`src/rtl/uart_tx_frame.sv`:
```
// UART transmitter: 1-word holding buffer, internal baud divider, runtime parity (none/even/odd), 1 or 2 stop bits.
// Queued words follow the previous stop bit with no idle gap.
module uart_tx_frame #(
  parameter int DATA_WIDTH   = 8,
  parameter int CLKS_PER_BIT = 16,
  parameter int STOP_BITS    = 1
) (
  input  logic                  uart_clk,
  input  logic                  rst,
  input  logic                  tx_valid,
  output logic                  tx_ready,
  input  logic [DATA_WIDTH-1:0] tx_in,
  input  logic [1:0]            parity_mode,
  output logic                  tx_out,
  output logic                  tx_busy,
  output logic                  tx_done
);

  localparam int BAUD_W = (CLKS_PER_BIT > 1) ? $clog2(CLKS_PER_BIT) : 1;
  localparam int IDX_W  = $clog2(DATA_WIDTH);
  localparam logic [BAUD_W-1:0] BAUD_LAST = BAUD_W'(CLKS_PER_BIT - 1);
  localparam logic [IDX_W-1:0]  IDX_LAST  = IDX_W'(DATA_WIDTH - 1);
  localparam logic              STOP_LAST = 1'(STOP_BITS - 1);

  generate
    if (DATA_WIDTH < 5 || DATA_WIDTH > 9) begin : g_bad_data_width
      $error("uart_tx_frame: DATA_WIDTH must be 5..9");
    end
    if (CLKS_PER_BIT < 1) begin : g_bad_clks_per_bit
      $error("uart_tx_frame: CLKS_PER_BIT must be >= 1");
    end
    if (STOP_BITS != 1 && STOP_BITS != 2) begin : g_bad_stop_bits
      $error("uart_tx_frame: STOP_BITS must be 1 or 2");
    end
  endgenerate

  typedef enum logic [2:0] {IDLE, START, DATA, PARITY, STOP} state_t;

  function automatic logic parity_of(input logic [DATA_WIDTH-1:0] d, input logic [1:0] mode);
    return (^d) ^ (mode == 2'b10);
  endfunction

  function automatic logic parity_enabled(input logic [1:0] mode);
    return (mode == 2'b01) || (mode == 2'b10);
  endfunction

  state_t                  state, state_n;
  logic [BAUD_W-1:0]       baud_cnt, baud_n;
  logic [IDX_W-1:0]        bit_idx, bit_n;
  logic                    stop_cnt, stop_n;
  logic                    hold_full;
  logic [DATA_WIDTH-1:0]   hold_data;
  logic [1:0]              hold_mode;
  logic [DATA_WIDTH-1:0]   shift, shift_n;
  logic                    par_bit, par_n;
  logic                    par_en, pen_n;
  logic                    load, accept, baud_last, out_n, done_n;

  assign tx_ready  = ~hold_full;
  assign accept    = tx_valid & ~hold_full;
  assign baud_last = (baud_cnt == BAUD_LAST);

  always_comb begin
    state_n = state;
    baud_n  = baud_cnt;
    bit_n   = bit_idx;
    stop_n  = stop_cnt;
    shift_n = shift;
    par_n   = par_bit;
    pen_n   = par_en;
    load    = 1'b0;
    unique case (state)
      IDLE: load = hold_full;
      START: begin
        baud_n = baud_last ? '0 : baud_cnt + BAUD_W'(1);
        if (baud_last) begin
          state_n = DATA;
          bit_n   = '0;
        end
      end
      DATA: begin
        baud_n = baud_last ? '0 : baud_cnt + BAUD_W'(1);
        if (baud_last) begin
          shift_n = shift >> 1;
          if (bit_idx == IDX_LAST) begin
            bit_n   = '0;
            stop_n  = 1'b0;
            state_n = par_en ? PARITY : STOP;
          end else begin
            bit_n = bit_idx + IDX_W'(1);
          end
        end
      end
      PARITY: begin
        baud_n = baud_last ? '0 : baud_cnt + BAUD_W'(1);
        if (baud_last) begin
          state_n = STOP;
          stop_n  = 1'b0;
        end
      end
      STOP: begin
        baud_n = baud_last ? '0 : baud_cnt + BAUD_W'(1);
        if (baud_last) begin
          if (stop_cnt == STOP_LAST) begin
            stop_n  = 1'b0;
            state_n = IDLE;
            load    = hold_full;
          end else begin
            stop_n = 1'b1;
          end
        end
      end
      default: state_n = IDLE;
    endcase
    // A load overrides the STOP->IDLE exit so the next start bit follows directly.
    if (load) begin
      state_n = START;
      baud_n  = '0;
      bit_n   = '0;
      stop_n  = 1'b0;
      shift_n = hold_data;
      par_n   = parity_of(hold_data, hold_mode);
      pen_n   = parity_enabled(hold_mode);
    end

    unique case (state_n)
      START:   out_n = 1'b0;
      DATA:    out_n = shift_n[0];
      PARITY:  out_n = par_n;
      default: out_n = 1'b1;
    endcase
    done_n = (state_n == STOP) && (baud_n == BAUD_LAST) && (stop_n == STOP_LAST);
  end

  always_ff @(posedge uart_clk) begin
    if (rst) begin
      state     <= IDLE;
      baud_cnt  <= '0;
      bit_idx   <= '0;
      stop_cnt  <= 1'b0;
      hold_full <= 1'b0;
      tx_out    <= 1'b1;
      tx_busy   <= 1'b0;
      tx_done   <= 1'b0;
    end else begin
      state     <= state_n;
      baud_cnt  <= baud_n;
      bit_idx   <= bit_n;
      stop_cnt  <= stop_n;
      hold_full <= load ? 1'b0 : (accept ? 1'b1 : hold_full);
      tx_out    <= out_n;
      tx_busy   <= (state_n != IDLE);
      tx_done   <= done_n;
    end
  end

  // Datapath registers carry no reset; hold_full and the FSM gate their use.
  always_ff @(posedge uart_clk) begin
    if (accept) begin
      hold_data <= tx_in;
      hold_mode <= parity_mode;
    end
    shift   <= shift_n;
    par_bit <= par_n;
    par_en  <= pen_n;
  end

endmodule

```
`config.mk`:
```
export PLATFORM = sky130hd
export DESIGN_NAME = uart_tx_frame
export DESIGN_NICKNAME = d
export VERILOG_FILES = /design/src/rtl/uart_tx_frame.sv
export SDC_FILE = /design/constraint.sdc
export NUM_CORES = 1
export LEC_CHECK = 0
export CORE_MARGIN = 2
export CORE_UTILIZATION = 47
export DETAILED_ROUTE_END_ITERATION = 8
export GPL_ROUTABILITY_DRIVEN = 0
export PLACE_DENSITY = 0.72
export SYNTH_ARGS = -nofsm -noshare
export SYNTH_HDL_FRONTEND = slang
export SYNTH_SLANG_ARGS = --single-unit
```
`constraint.sdc`:
```
create_clock -name uart_clk -period 2.04 [get_ports uart_clk]
set_input_delay 0.306 -clock uart_clk [delete_from_list [all_inputs] [get_ports uart_clk]]
set_output_delay 0.306 -clock uart_clk [all_outputs]
set_load 0.05 [all_outputs]
```
* Word-level counts from Yosys, hierarchy flattened
Cells that the tools add are included.
Word-level totals: bits in registers 35, bits in latches 0, memory bits (writable) 0, bits in read-only memories 0, input port bits 13, output and inout bits 4, logic and storage cells 79, memories kept 0
Operators by class: add/subtract/negate cells 2, $mul 0, divide/modulo/power cells 0, order comparisons 0, eq/ne operators 15, shifts and indexed selects 0, muxes and demuxes 31, bitwise operators 4, reduce and logical (&&, ||, !) cells 13
Operator list (count):
- 2-to-1 mux 3 bit | 11
- 2-to-1 mux 8 bit | 3
- case mux 3 bit (5 select lines) | 1
- == test 3 x 2 -> 1 bit (second input constant) | 4
- 2-to-1 mux 4 bit | 3
- == test 3 bit (second input constant) | 3
- 2-to-1 mux 1 bit | 9
- == test 4 bit (second input constant) | 2
- parity 8 bit | 1
- == test 3 x 1 -> 1 bit (second input constant) | 2
- case mux 1 bit (3 select lines) | 2
- case mux 3 bit (2 select lines) | 1
- nonzero test 2 bit | 3
- adder 4 x 1 -> 4 bit (second input constant) | 1
- != test 2 bit (second input constant) | 2
- OR reduction 4 bit | 1
- adder 3 x 1 -> 3 bit (second input constant) | 1
- logical NOT 3 bit | 1
- AND reduction 3 bit | 1
- nonzero test 3 bit | 1
- == test 2 x 1 -> 1 bit (second input constant) | 1
- == test 2 bit (second input constant) | 1
- logical AND 1 bit | 2
- NOT 1 bit | 2
- other kinds (6) | 6

* Longest topological paths before layout
Gate-level depths: netlist of the first run.
depth in word-level cells 8, mapped depth 7, mapped depth without buffers 7

* Worst setup path after synthesis of the first run
OpenSTA, ideal clock, no wires.
path kind reg-to-reg, from register baud_cnt[0], to register tx_out, setup time 0.120 ns, arrival 1.878 ns, path slack 0.042 ns, stages on the path, launching flop included 7, path buffers 0, clock period less this slack 1.998 ns, cells stage by stage dfxtp_1 > ha_1 > nand3_1 > nor3_1 > mux2i_1 > or3b_1 > a211o_1
On the way: cells in the longest elaborated chain, start to end 6, elaborated cells between the ends (all ways) 17, classes of those cells eq/ne (4); mux (13)
Ends and longest elaborated chain:
- from (decl) | line 48 | logic [BAUD_W-1:0] baud_cnt, baud_n;
- from (signal assigned) | line 147 | baud_cnt <= baud_n;
- == test 4 bit * | line 61 | assign baud_last = (baud_cnt == BAUD_LAST);
- 2-to-1 mux 3 bit (tied with other cells) | line 103 | if (baud_last) begin
- case mux 3 bit (5 select lines) / case mux 1 bit (2 select lines) (equally long branches) | line 72 | unique case (state)
- 2-to-1 mux 3 bit | line 116 | if (load) begin
- == test 3 x 2 -> 1 bit / == test 3 x 1 -> 1 bit (equally long branches) | line 126 | unique case (state_n)
- case mux 1 bit (3 select lines) * | line 126
- to (signal assigned) | line 151 | tx_out <= out_n;
- to (decl) | line 14 | output logic tx_out,
Mark *: on every way between the ends. The rest lies on a longest branch, timed or not. The select of a mux whose other input is x is not followed. A chain may end at the register's enable or synchronous reset.

* Final worst setup path of the first run
from register hold_full, to output tx_ready
On the way: cells in the longest elaborated chain, start to end 1
Ends and longest elaborated chain:
- from (decl) | line 51 | logic hold_full;
- from (signal assigned) | line 150 | hold_full <= load ? 1'b0 : (accept ? 1'b1 : hold_full);
- NOT 1 bit | line 59 | assign tx_ready = ~hold_full;
- to (decl) | line 11 | output logic tx_ready,
Every way passes these cells.

==> results of run 1 <==
power groups by stage:
stage               logic, µW  registers (µW)  clock network, µW
global route              214             831                551
detailed placement        192             841                  0
global placement          189             840                  0
finish                    192             825                500
CTS                       193             825                517
floorplan                 123             844                  0
sequential cells by signal (all words and copies together) (netlist names):
signal	flops
par_bit	1
hold_full	1
bit_idx	3
baud_cnt	4
shift	8
hold_mode	2
stop_cnt	1
hold_data	8
par_en	1
tx_done	1
tx_busy	1
tx_out	1
state	3
worst register-to-register path, delay by kind of cell (launching register included):
kind | cells | cell delay, ps
flip-flops | 1 | 340
AND/OR/NAND/NOR | 2 | 490
adder cells (fa/ha/maj) | 2 | 420
AO/OA/AOI/OAI | 3 | 580
final timing paths:
check	startpoint	end	slack, ps	cells after the start
max	hold_full	tx_ready	110	2
min	par_bit	par_bit	500	1
max reg2reg	bit_idx[0]	tx_out	120	7
min reg2reg	par_bit	par_bit	500	1
metrics by stage:
| step | util | TNS [ps] | total power (µW) | hold WS, ps | instances |
|---|---|---|---|---|---|
| final | 0.611 | 0 | 1520 | 496 | 207 |
| after CTS | 0.607 | 0 | 1540 | 497 | 206 |
| after global placement | 0.581 | 0 | 1030 | 469 | 198 |
| after global routing | 0.611 | -25.0 | 1600 | 489 | 207 |
| after floorplan | - | 0 | 967 | 375 | 134 |
| after detailed placement | 0.581 | 0 | 1030 | 470 | 198 |
cells in the mapped netlist, drive strengths merged, types with 3 or more instances:
master	count
edfxtp	18
dfxtp	17
nor2	14
xnor2	9
nand3	7
a22o	6
buf	6
a21oi	5
nand2	5
o21ai	5
ha	4
inv	4
nor2b	4
nor3	3
or3	3
cells by family (layout without fill, tap and decap cells):
group,Yosys count,count (layout),share of synthesized area
xor+xnor,10,10,0.0565
simple gates,47,47,0.166
mux,2,2,0.0137
compound gates,26,26,0.129
fa+ha+maj,4,4,0.0323
flops,35,35,0.569
buf+inv,10,39,0.0339
per-layer routing:
| metal | GRT usage | routed length, µm | share of wire |
|---|---|---|---|
| met1 | 0.208 | 1280 | 0.47 |
| met2 | 0.261 | 1260 | 0.47 |
| met3 | 0.0819 | 138 | 0.051 |
| met4 | 0.0638 | 19 | 0.0070 |
| met5 | 0 | 0 | 0 |
final cells by class:
cell class | count | area, µm²
multi-input cells | 89 | 621
repair buffers | 27 | 243
well taps | 44 | 55.1
fillers | 280 | 1210
flip-flops and latches | 35 | 881
clock inverters | 3 | 43.8
clock buffers | 5 | 37.5
inverters | 4 | 15.0
what timing repair did:
| item | 4_1_cts | 5_1_grt |
|---|---|---|
| setup buffers | 0 | 1 |
| setup endpoints to repair | 0 | 1 |
| gates resized for setup | 0 | 1 |
==> metrics.txt, run 1 <==
vias per cell just over 5; status complete, no violations; Comb pwr share 0.126; Starting Density 0.499; crit path capture type output port; top cells by area in the synthesized netlist edfxtp_1 35%, dfxtp_1 22%, xnor2_1 5.1%; synthesized area per cell approximately 12 µm²; initial DRC count 36; Antenna Cells 0; crit path cell chain inv_1, clkdlybuf4s50_1; Post-layout nets about 180; cell family with most CP delay buffers and inverters; # DRC 0; placed cell areas 0.00180 mm²; WP data required about 1700 ps; number of H-tree levels 2; Final Cell Area 0.00190 mm²; period utilization 0.945; share of cells above drive strength 1 0.160; Setup Viol. Count Final 0; Period minus WS final between 1500 and 2000 ps; most common cell after layout, fill and taps aside edfxtp_1; gr usage total 0.170; P_sw about 360 µW; crit-path max FO 3; vias in the first global route slightly above 1000; final hold viol count 0; area share of the largest cell type after synthesis 0.349; internal power between 1000 and 1500 µW; Hold Crit Class reg -> reg; wire length per cell 13.1 µm; Max VDD drop around 0.5 mV; Least-Margin Pin Slew between 400 and 500 ps; CTS Hold Buffers Added 0; Yosys reg bits 35; post-synthesis sequential area ratio 0.569; TritonCTS clock tree done; first-pass GRT wire length between 4000 and 5000 µm; setup ws final 112 ps; # port buffers 16; worst skew pair latency 340 ps; Max-Cap Viols 0; clk_skew about 9.0 ps; antenna violations before repair 0; post-synthesis net count 151; Total Wirelength 2700 µm; row count 20; synthesis warning total 0; ys flop type edfxtp_1; Syn Inst Count 134; CORE AREA 0.00310 mm²; sw frac 0.240; clock share of power 0.330; I/O Pins 17; commonest non-fill, non-tap cells in the layout 18 x edfxtp_1, 17 x dfxtp_1, 16 x clkdlybuf4s50_1; Static Leak 0.000685 µW; Final HPWL DP 1950 µm; Worst Path Arrival about 1600 ps; area added between synthesis and finish 22.4%; Die ar. about 0.0038 mm²; Critical Path Source Type flop; clock-pin slew on the worst setup and hold paths around 110 ps; Max Freq 0.519 GHz; largest net degree at the start of global routing 13; Synth area leader edfxtp_1; WS Path Type reg -> out; pwr dens approximately 800 mW/mm²; Slew Limit Fails 0; Rel. slew slack 0.672; cts bufs inserted 5; EDFF count, synth 18; Clock Sinks 35; vias between 1000 and 1500; Final ANT Viol Nets 0; GR Overflow Total 0; chip width roughly 60 µm; DRT Pass-1 Iters 4; Cell Area, Synth 0.00155 mm²; CP max stage cell clkdlybuf4s50_1; Distinct cells, synth 42; Worst Path Buf+Inv 2; Die H 61.4 µm; clock buffer depth 2; Reg power frac 0.544; CP peak stage delay roughly 820 ps; ys async rst share 0; Placement Setup Slack a little under 100 ps; root buf cell clkbuf_4
No activity file was read; power rests on OpenSTA's default activity.
==> inputs of run 2 (changes only) <==
Settings changed: CAP_MARGIN set to 20, CORE_MARGIN 2 to unset.
==> run 2 against run 1 <==
Non-clock buffer count increased by 1. Worst hold slack improved by 17 ps. Final area decreased by 1.3%. Combinational power increased by 2%. Global-route usage increased by 0.53 points. Final cell count increased by 0.48%. Register-to-register slack about the same. Critical path type unchanged. Largest power group unchanged. Flip-flop and latch count unchanged. Worst setup slack improved by 1.9 ps. Via count increased by 0.74%. Maximum frequency about the same.
==> metrics.txt, run 2 (synthesis gave the netlist of run 1 again) <==
Max VDD drop 0.403 mV (-17%); internal power 1030 µW (-11%); post-route insts no fill 208 (+0.48%); Reg area 881 µm² (unchanged); Max-Cap Viols 0 (unchanged); total power 1360 µW (-11%); TNS Setup 0 ps (unchanged); Final ANT Viol Nets 0 (unchanged); # port buffers 16 (unchanged); clk_skew 10.7 ps (+1.66 ps); sw frac 0.243 (+0.00362); clock buffer depth 2 (unchanged); Slew Limit Fails 0 (unchanged); # DRC 0 (unchanged); TritonCTS clock tree done; DRT Pass-1 Iters 4 (unchanged); Worst Path Arrival 1620 ps (about the same); RSZ-0062 raised after global routing false; share of cells above drive strength 1 0.146 (-0.0132); vias 1083 (+0.74%); clock share of power 0.246 (-0.084); largest net degree at the start of global routing 12 (-1); final design utilization 0.608 (-0.00316); vias per cell 5.21 (+0.26%); pwr dens 725 mW/mm² (-9.5%); setup ws final 114 ps (+1.91 ps); WP data required 1730 ps (about the same); Reg power frac 0.610 (+0.066); clock-pin slew on the worst setup and hold paths 90 ps (-20 ps); wire length per cell 12.7 µm (-2.8%); Clock Sinks 35 (unchanged); R2R cell count 6 (-1); WS Path Type reg -> out; crit-path max FO 3 (unchanged); multi-input logic area 621 µm² (unchanged); Crit Reg-Reg Startpoint baud_cnt[0]; Starting Density 0.503 (+0.00406); Static Leak 0.000674 µW (-1.7%); placed cell count 200 (+1.0%); vias in the first global route 1049 (+1.4%); worst skew pair latency 320 ps (-20 ps); Total Wirelength 2640 µm (-2.4%); Die H 59.4 µm (-3.3%); Die ar. 0.00353 mm² (-6.4%); chip width 59.4 µm (-3.3%); Comb pwr share 0.144 (+0.018); Least-Margin Pin Slew 489 ps (-1.81 ps); I/O Pins 17 (unchanged); root buf cell clkbuf_4; Period minus WS final 1930 ps (-1.91 ps); Worst Setup SP hold_full; CORE AREA 0.00308 mm² (-0.81%); crit path capture type output port; Final HPWL DP 2010 µm (+2.7%); final hold viol count 0 (unchanged); cts bufs inserted 5 (unchanged); commonest non-fill, non-tap cells in the layout 18 x edfxtp_1, 17 x dfxtp_1, 16 x clkdlybuf4s50_1; initial DRC count 64 (+78%); Placement Setup Slack 51.7 ps (-46.2 ps); first-pass GRT wire length 4420 µm (-1.4%); biggest regs hold_data x8, shift x8, baud_cnt x4; P_sw 330 µW (-9.3%); period utilization 0.944 (about the same); Rel. slew slack 0.673 (+0.00121); status complete, no violations; Hold Crit Start par_bit; row count 20 (unchanged); gr usage total 0.175 (+0.00529); most common cell after layout, fill and taps aside edfxtp_1; worst-case register-to-register setup slack 130 ps (about the same); Worst Hold Path EP par_bit; hold depth 1 (unchanged); Setup Viol. Count Final 0 (unchanged); area added between synthesis and finish 20.8%; number of H-tree levels 2 (unchanged); fillers 276 (-1.4%); Max Freq 0.519 GHz (about the same); Critical Path Source Type flop; R2R Path End tx_out; antenna violations before repair 0 (unchanged); GR Overflow Total 0 (unchanged); Post-layout nets 180 (+0.56%); Hold Crit Class reg -> reg; Antenna Cells 0 (unchanged)
## run 2: cell count changes in the layout (fill, tap and decap cells not counted), sizes merged
cell	before	now
clkbuf	5	6
bufinv	1	0
buf	11	12
## run 2: worst max path at each step
| stage | to | depth (start not counted) |
|---|---|---|
| 2_1_floorplan | tx_out | 6 |
| 3_3_place_gp | tx_out | 6 |
| 3_5_place_dp | tx_out | 6 |
| 4_1_cts | tx_out | 6 |
| 5_1_grt | tx_out | 6 |
| 6_report | tx_ready | 2 |
## run 2: power groups by stage
| stage | logic (µW) | registers, µW | clock network [µW] |
|---|---|---|---|
| after CTS | 198 | 826 | 352 |
| after global routing | 214 | 832 | 380 |
| after detailed placement | 197 | 842 | 0 |
| after global placement | 191 | 840 | 0 |
| final | 196 | 826 | 333 |
| after floorplan | 123 | 844 | 0 |
## run 2: final cells by class
class | count | area share
sequential | 35 | 0.471
clock inverter | 2 | 0.00401
clock buffer | 6 | 0.0221
timing repair buffer | 28 | 0.134
multi-input combinational | 89 | 0.332
inverter | 4 | 0.00803
tap | 44 | 0.0294
## run 2: stage by stage
| stage | cell area (µm²) | hold slack [ps] |
|---|---|---|
| floorplan | 1550 | 375 |
| global placement | 1820 | 468 |
| detailed placement | 1820 | 486 |
| CTS | 1870 | 512 |
| global route | 1870 | 512 |
| finish | 1870 | 513 |
## run 2: per-layer routing
metal,wire [µm],global-route usage
met5,0,0
met3,82,0.0524
met4,10,0.0646
met1,1260,0.220
met2,1290,0.284
## run 2: repair_timing
| item | in CTS | in global routing |
|---|---|---|
| setup endpoints to repair | 0 | 1 |
| hold buffers | 0 | 0 |
| resized for setup | 0 | 1 |
| setup buffers | 0 | 0 |
## run 2: worst max-delay path, cell delays in order, from the launching register on
cell	delay (ps)
dfxtp_1	340
inv_1	140
clkdlybuf4s50_1	820
==> inputs of run 3 (changes only) <==
--- a/config.mk
+++ b/config.mk
@@ -10,5 +10,5 @@
 export DETAILED_ROUTE_END_ITERATION = 8
 export GPL_ROUTABILITY_DRIVEN = 0
-export PLACE_DENSITY = 0.72
+export PLACE_DENSITY_LB_ADDON = 0.12
 export SYNTH_ARGS = -nofsm -noshare
 export SYNTH_HDL_FRONTEND = slang
==> constraint.sdc (replaced) <==
create_clock -name uart_clk -period 2.04 [get_ports uart_clk]
set_input_delay 0.306 -clock uart_clk [delete_from_list [all_inputs] [get_ports uart_clk]]
set_output_delay 0.306 -clock uart_clk [all_outputs]
set_load 0.02 [all_outputs]
==> run 3 against run 2 <==
Register-to-register slack about the same. Maximum frequency up 0.41%. Critical endpoint is now tx_out. Die area stayed put. Utilization grew 0.53 points. Highest routed layer unchanged. Sequential share of layout area is 0.41 points lower.
==> metrics.txt, run 3 (synthesis gave the netlist of run 1 again) <==
initial DRC count 40 (-38%); row count 20 (unchanged); GR Overflow Total 0 (unchanged); Static Leak 0.000679 µW (+0.67%); final design utilization 0.613 (+0.00528); first-pass GRT wire length 4570 µm (+3.4%); Final HPWL DP 2000 µm (-0.32%); area added between synthesis and finish 21.8%; post-route insts no fill 209 (+0.48%); Rel. slew slack 0.696 (+0.0234); # port buffers 16 (unchanged); total power 1390 µW (+2.2%); wire length per cell 12.8 µm (+1.3%); cts bufs inserted 5 (unchanged); clock buffer depth 2 (unchanged); Starting Density 0.503 (unchanged); Placement Setup Slack 40.7 ps (-11.0 ps); fillers 256 (-7.2%); final hold viol count 0 (unchanged); I/O Pins 17 (unchanged); clk_skew 15.1 ps (+4.44 ps); crit path cell chain ha_1, nand3_1, nor3_2, mux2i_1, or3b_1, a211o_1; cell family with most CP delay simple AND/OR/NAND/NOR gates; TritonCTS clock tree done; DRT Pass-1 Iters 4 (unchanged); Final Cell Area 0.00189 mm² (+0.87%); share of cells above drive strength 1 0.170 (+0.0234); vias in the first global route 1025 (-2.3%); vias 1069 (-1.3%); commonest non-fill, non-tap cells in the layout 18 x edfxtp_1, 17 x dfxtp_1, 16 x clkdlybuf4s50_1; Max-Cap Viols 0 (unchanged); WS Path Type reg -> reg; Worst Path Arrival 2170 ps (+550 ps); clock-pin slew on the worst setup and hold paths 120 ps (+30 ps); Period minus WS final 1920 ps (-7.84 ps); Least-Margin Pin Slew 455 ps (-34.2 ps); largest net degree at the start of global routing 13 (+1); gr usage total 0.180 (+0.00473); setup ws final 122 ps (+7.84 ps); status complete, no violations; Slew Limit Fails 0 (unchanged); crit-path max FO 4 (+1); most common cell after layout, fill and taps aside edfxtp_1; pwr dens 734 mW/mm² (+1.3%); Max Freq 0.521 GHz (+0.41%); Critical Path Source Type flop; Total Wirelength 2690 µm (+1.8%); Die H 59.4 µm (unchanged); period utilization 0.940 (-0.00384); Post-layout nets 181 (+0.56%); placed cell count 200 (unchanged); biggest regs hold_data x8, shift x8, baud_cnt x4; chip width 59.4 µm (unchanged); Max VDD drop 0.358 mV (-11%); Hold Crit Class reg -> reg; CP peak stage delay 370 ps (-450 ps); Antenna Cells 0 (unchanged); crit path capture type flop; Die ar. 0.00353 mm² (unchanged); antenna violations before repair 0 (unchanged); Setup Viol. Count Final 0 (unchanged); placed cell areas 0.00182 mm² (unchanged); WP data required 2290 ps (+560 ps); vias per cell 5.11 (-1.8%); Clock Sinks 35 (unchanged); # DRC 0 (unchanged); CORE AREA 0.00308 mm² (unchanged); root buf cell clkbuf_4; Worst Path Buf+Inv 0 (-2); Final ANT Viol Nets 0 (unchanged); worst skew pair latency 340 ps (+20 ps); number of H-tree levels 2 (unchanged); CP max stage cell or3b_1
-- run 3: power breakdown --
part | leakage, µW | internal (µW) | switching [µW]
Sequential | 0.000310 | 797 | 28.9
Clock | 0.0000272 | 132 | 238
Combinational | 0.000341 | 107 | 83.1
Total | 0.000679 | 1040 | 350
-- run 3: final timing paths --
check / to / start / slack [ps] / depth (start not counted)
worst min register to register: stop_cnt / stop_cnt / 490 / 2
worst max register to register: tx_out / baud_cnt[0] / 120 / 6
worst max-delay path: tx_out / baud_cnt[0] / 120 / 6
worst min-delay path: stop_cnt / stop_cnt / 490 / 2
-- run 3: final cells by class --
cell class	count	area (µm²)	share of cell area
Timing Repair Buffer	29	258	0.137
Clock inverter	3	20.0	0.0106
Sequential cell	35	881	0.467
Clock buffer	5	37.5	0.0199
Inverter	4	15.0	0.00796
Tap cell	44	55.1	0.0292
Multi-Input combinational cell	89	621	0.329
-- run 3: metrics by stage --
| stage | setup TNS (ps) | hold WS [ps] |
|---|---|---|
| floorplan | 0 | 375 |
| global placement | 0 | 470 |
| detailed placement | 0 | 477 |
| CTS | 0 | 493 |
| global route | -3.08 | 492 |
| finish | 0 | 493 |
-- run 3: repair_timing --
action	4_1_cts	5_1_grt
hold endpoints to repair	0	0
gates resized for setup	0	1
setup endpoints to repair	0	1
hold buffers	0	0
buffers inserted	0	1
-- run 3: worst min-delay path, delay by kind of cell (launching register included) --
family	cells	cell delay, ps
DFF	1	320
AOI/OAI and AO/OA	1	90
and+or+nand+nor	1	50
-- run 3: metal layers --
metal | up-vias | part of all wire | routed length [µm] | global-route usage
met5 | - | 0 | 0 | 0
met4 | 0 | 0.013 | 36 | 0.0782
met3 | 6 | 0.049 | 132 | 0.0590
met2 | 27 | 0.46 | 1230 | 0.283
met1 | 487 | 0.48 | 1280 | 0.225
li1 | 549 | - | - | -
==> patch 1, RTL diff (flow settings as in run 3) <==
The 5 states of `state_t` get a Gray code encoding in 3 bits.
--- a/src/rtl/uart_tx_frame.sv
+++ b/src/rtl/uart_tx_frame.sv
@@ -34,7 +34,7 @@
     end
   endgenerate
 
-  typedef enum logic [2:0] {IDLE, START, DATA, PARITY, STOP} state_t;
+  typedef enum logic [2:0] {IDLE = 3'b000, START = 3'b001, DATA = 3'b011, PARITY = 3'b010, STOP = 3'b110} state_t;
 
   function automatic logic parity_of(input logic [DATA_WIDTH-1:0] d, input logic [1:0] mode);
     return (^d) ^ (mode == 2'b10);
Function: no difference found for any inputs over 10 cycles, from zero or initial values and one cycle with rst high; not proved beyond that.
==> patch 1 against run 3 <==
- highest routed layer unchanged
- synthesized area up 0.16%
- design area is 2.1% lower
- utilization shrank 1.8 points
- non-clock buffer count is 7 lower
- sequential cell count unchanged
- critical endpoint is now tx_done
- wire length shrank 0.60%
- total power is 2.5% higher
- largest power group unchanged
- setup slack gained 19 ps
==> patch 1: results (changes against run 3) <==
outcome:
  status: "finished, final reports clean"  # unchanged
placed_design:
  pre_cts_slack_ps: 141.6  # was 40.72 ps
  dp_hpwl_mm: 1.985  # was 2.000 mm
  place_inst: 190  # was 200
cells_and_area:
  final_layout_size_suffix_gt1_frac: 0.1169  # was 0.1697
  fillers: 270  # was 256
  reg.largest.list: "hold_data (8), shift (8), baud_cnt (4)"  # unchanged
  layout.cells.non_filler: 198  # was 209
  nets: 170  # was 181
global_route:
  grt_pass1_vias: 1018  # was 1025
  grt_use_met1: 0.2486  # was 0.2255
  grt_usage: 0.1876  # was 0.1798
  grt_pass1_wl_mm: 4.650  # was 4.567 mm
  gr-usage-met2: 0.2697  # was 0.2825
  grt_max_degree: 18  # was 13
  grt-ovfl-total: 0  # unchanged
  grtUsageMet3: 0.06987  # was 0.05895
pwr:
  internal_power_mw: 1.073  # was 1.035 mW
  vdd_drop_max_mv: 0.5097  # was 0.3584 mV
  p_leak_nw: 0.7051  # was 0.6785 nW
  power.total_mw: 1.420  # was 1.385 mW
clock_tree:
  clkTransAtPathRegs_ps: 110
  cts_root_buffer: "clkbuf_4"  # unchanged
  cts_buffers: 5  # unchanged
  cts_max_path_buffers: 2  # unchanged
  postCtsSetupBuffers: 0  # unchanged
  clock_latency_ps: 340  # about the same
logic_synthesis:
  synth_warnings: 0  # unchanged
  synth_nets: 148  # was 151
  ys_types: 39  # was 42
  syn_area_per_cell_um2: 11.84  # was 11.56 um2
  synth_area_leaders: "edfxtp_1 (35%), dfxtp_1 (22%), nor2_1 (3.6%)"  # was edfxtp_1 (35%), dfxtp_1 (22%), xnor2_1 (5.1%)
  netlist_top_cells_count: "edfxtp_1 (18), dfxtp_1 (17), nor2_1 (15)"  # was edfxtp_1 (18), dfxtp_1 (17), nor2_1 (14)
  seq_area_frac_synth: 0.5677  # was 0.5687
worst_setup_path:
  cp_max_fo: 17  # was 4
  arrival_ps: 2110  # was 2170 ps
  cp_slowest_stage_delay_ps: 450  # was 370 ps
  critPathTopFamily: "simple AND/OR/NAND/NOR gates"  # unchanged
  slowest_stage: "dfxtp_1"  # was or3b_1
detailed_routing:
  firstDrtPassIters: 4  # unchanged
  wire_per_inst_um: 13.48  # was 12.85 um
  routed_via_density: 5.172  # was 5.115
  drt_iter0_markers: 38  # was 40
worst_hold_path:
  min_from: "tx_in[2]"  # was stop_cnt
  hold_path_class: "input port to register"  # was register to register
timing:
  tightestPinTransition_ps: 486.0  # was 454.8 ps
  skew_ps: 11.08  # was 15.09 ps
==> patch 1: cell types whose count changed after synthesis, sizes merged, moves of 2 or more <==
cell and delta:
a211oi +2, a21o +4, clkbuf +2, nand2 -2, nand2b +3, nand3 -5, nor2 +2, or3 -3
xnor2 -3
==> patch 1: routing by layer <==
layer / share of wire / wire [um]
met1: 0.47 / 1246
met2: 0.46 / 1234
met3: 0.063 / 169
met4: 0.0071 / 19
met5: 0 / 0
==> patch 1: layout make-up <==
class	instances	share of cell area
timing repair buffer	22	0.1179
tap	44	0.02981
clock buffer	6	0.02778
multi-input combinational	84	0.3313
clock inverter	2	0.006098
sequential	35	0.4770
inverter	5	0.01016
==> patch 1: power groups by stage <==
stage / Combinational [mW] / Clock [mW] / Sequential [mW]
after floorplan: 0.140 / 0 / 0.832
after global placement: 0.208 / 0 / 0.834
after detailed placement: 0.211 / 0 / 0.836
after CTS: 0.212 / 0.407 / 0.820
after global routing: 0.233 / 0.448 / 0.826
final: 0.210 / 0.390 / 0.820
==> patch 1: final timing paths <==
check | endpoint | slack (ps) | cells past startpoint
max | tx_done | 140 | 6
min reg2reg | shift[0] | 510 | 2
min | hold_data[2] | 510 | 1
max reg2reg | tx_done | 140 | 6
==> patch 1: cells by family after synthesis <==
family / Yosys count / share of synthesized area
AND/OR/NAND/NOR: 39 / 0.1339
XOR/XNOR: 9 / 0.05968
adder cells (fa/ha/maj): 4 / 0.03226
AO/OA/AOI/OAI: 30 / 0.1557
buffers and inverters: 12 / 0.03791
flip-flops: 35 / 0.5677
multiplexers: 2 / 0.01290
==> patch 1: per-stage QoR <==
step,utilization,cell area (um2)
final,0.5952,1847
after floorplan,-,1551
after global routing,0.5952,1847
after global placement,0.5750,1784
after detailed placement,0.5750,1784
after CTS,0.5952,1847
==> patch 2, RTL diff (config.mk and constraints of run 3) <==
Without the edit above. The parameter `CLKS_PER_BIT` goes from 16 to 32.
--- a/src/rtl/uart_tx_frame.sv
+++ b/src/rtl/uart_tx_frame.sv
@@ -2,7 +2,7 @@
 // Queued words follow the previous stop bit with no idle gap.
 module uart_tx_frame #(
   parameter int DATA_WIDTH   = 8,
-  parameter int CLKS_PER_BIT = 16,
+  parameter int CLKS_PER_BIT = 32,
   parameter int STOP_BITS    = 1
 ) (
   input  logic                  uart_clk,
Function: same outputs for any inputs over 10 cycles, from zero or initial values and one cycle with rst high; that may be too few to reach the edited logic, so the function may still have changed.
==> patch 2 against run 3 <==
- sequential share of layout area fell by 1.4 points
- total power rose by 2.6%
- sequential cell count up 1
- hold slack lost 14 ps
- clock skew shrank 8.4 ps
- setup slack gained 8.6 ps
- design area grew 5.8%
- cell count rose by 1.9%
- synthesized area up 6.1%
- synthesized cell count increased by 4.5%
- first-iteration DRC count is 120% higher
- wire length up 9.7%
- largest power group unchanged
- highest routed layer unchanged
==> patch 2: results (changes against run 3) <==
outcome:
  status: "finished, final reports clean"  # unchanged
global_route:
  grt-busiest-layer: "met2"  # unchanged
  gr-usage-met2: 0.2655  # was 0.2825
  grt_pass1_wl_mm: 4.802  # was 4.567 mm
  grt_pass1_vias: 1049  # was 1025
  grt_usage: 0.1843  # was 0.1798
  grtUsageMet3: 0.05672  # was 0.05895
  grt_use_met1: 0.2611  # was 0.2255
worst_setup_path:
  cp_max_fo: 6  # was 4
  slowest_stage: "dfxtp_2"  # was or3b_1
  cp_slowest_stage_delay_ps: 350  # was 370 ps
pwr:
  internal_power_mw: 1.060  # was 1.035 mW
  vdd_drop_max_mv: 0.4358  # was 0.3584 mV
  p_leak_nw: 0.7560  # was 0.6785 nW
logic_synthesis:
  synth_area_leaders: "edfxtp_1 (33%), dfxtp_1 (22%), ha_1 (4.6%)"  # was edfxtp_1 (35%), dfxtp_1 (22%), xnor2_1 (5.1%)
  synth_cells: 140  # was 134
  synth_nets: 159  # was 151
  ys_types: 46  # was 42
  synthArstFlopShare: 0  # unchanged
  netlist_top_cells_count: "dfxtp_1 (18), edfxtp_1 (18), nor2_1 (15)"  # was edfxtp_1 (18), dfxtp_1 (17), nor2_1 (14)
  seq_area_frac_synth: 0.5479  # was 0.5687
timing:
  tightestPinTransition_ps: 384.3  # was 454.8 ps
  skew_ps: 6.679  # was 15.09 ps
placed_design:
  dp_hpwl_mm: 2.166  # was 2.000 mm
  place_area_um2: 1917  # was 1817 um2
  pre_cts_slack_ps: 88.30  # was 40.72 ps
detailed_routing:
  num_vias: 1140  # was 1069
  drt_wl_total_mm: 2.945  # was 2.685 mm
  drt_iter0_markers: 88  # was 40
  firstDrtPassIters: 4  # unchanged
cells_and_area:
  reg.largest.list: "hold_data (8), shift (8), baud_cnt (5)"  # was hold_data (8), shift (8), baud_cnt (4)
  fillers: 294  # was 256
  final_layout_size_suffix_gt1_frac: 0.1976  # was 0.1697
  nets: 185  # was 181
  diodes: 0  # unchanged
  layout.cells.non_filler: 213  # was 209
clock_tree:
  postCtsSetupBuffers: 0  # unchanged
## patch 2: changes by cell type after synthesis, moves of 3 or more
cell      change
a31oi_1       +3
xnor2_1       -4
mux2i_1       +3
nand3_1       -4
nand2b_1      +3
buf_4         -3
## patch 2: kinds of logic (layout without fill, tap and decap cells)
| family | after synthesis | count (layout) | share of synthesized area |
|---|---|---|---|
| simple gates | 48 | 48 | 0.1667 |
| flops | 36 | 36 | 0.5479 |
| compound gates | 26 | 26 | 0.1111 |
| buf+inv | 10 | 37 | 0.02968 |
| xor+xnor | 9 | 9 | 0.06773 |
| fa+ha+maj | 6 | 6 | 0.04566 |
| mux | 5 | 5 | 0.03120 |
## patch 2: power groups by stage
stage | sequential, mW | combinational (mW) | clock (mW)
after detailed placement | 0.862 | 0.199 | 0
after global placement | 0.861 | 0.194 | 0
after floorplan | 0.856 | 0.131 | 0
final | 0.848 | 0.201 | 0.372
after CTS | 0.847 | 0.199 | 0.385
after global routing | 0.854 | 0.221 | 0.428
## patch 2: tightest hold or removal path, stage by stage, from the launching register on
cell and delay [ps]:
dfxtp_1 330, nand2b_1 60, a21oi_1 50
## patch 2: final timing paths
check,startpoint,endpoint,slack (ps),cells after the start
setup / recovery,baud_cnt[0],tx_done,130,10
hold / removal,bit_idx[1],bit_idx[1],480,2
hold reg to reg,bit_idx[1],bit_idx[1],480,2
setup reg to reg,baud_cnt[0],tx_done,130,10
## patch 2: final cells by class
| type | instances | area [um2] | area share |
|---|---|---|---|
| timing repair buffer | 25 | 227.7 | 0.1140 |
| tap | 46 | 57.56 | 0.02882 |
| clock inverter | 3 | 18.77 | 0.009398 |
| sequential | 36 | 903.4 | 0.4524 |
| multi-input combinational | 94 | 737.0 | 0.3690 |
| clock buffer | 5 | 37.54 | 0.01880 |
| inverter | 4 | 15.01 | 0.007519 |
## patch 2: metal layers
layer,routed length (um),up-vias
met5,0,-
met4,51,0
met3,166,6
met2,1333,36
met1,1394,537
li1,-,561
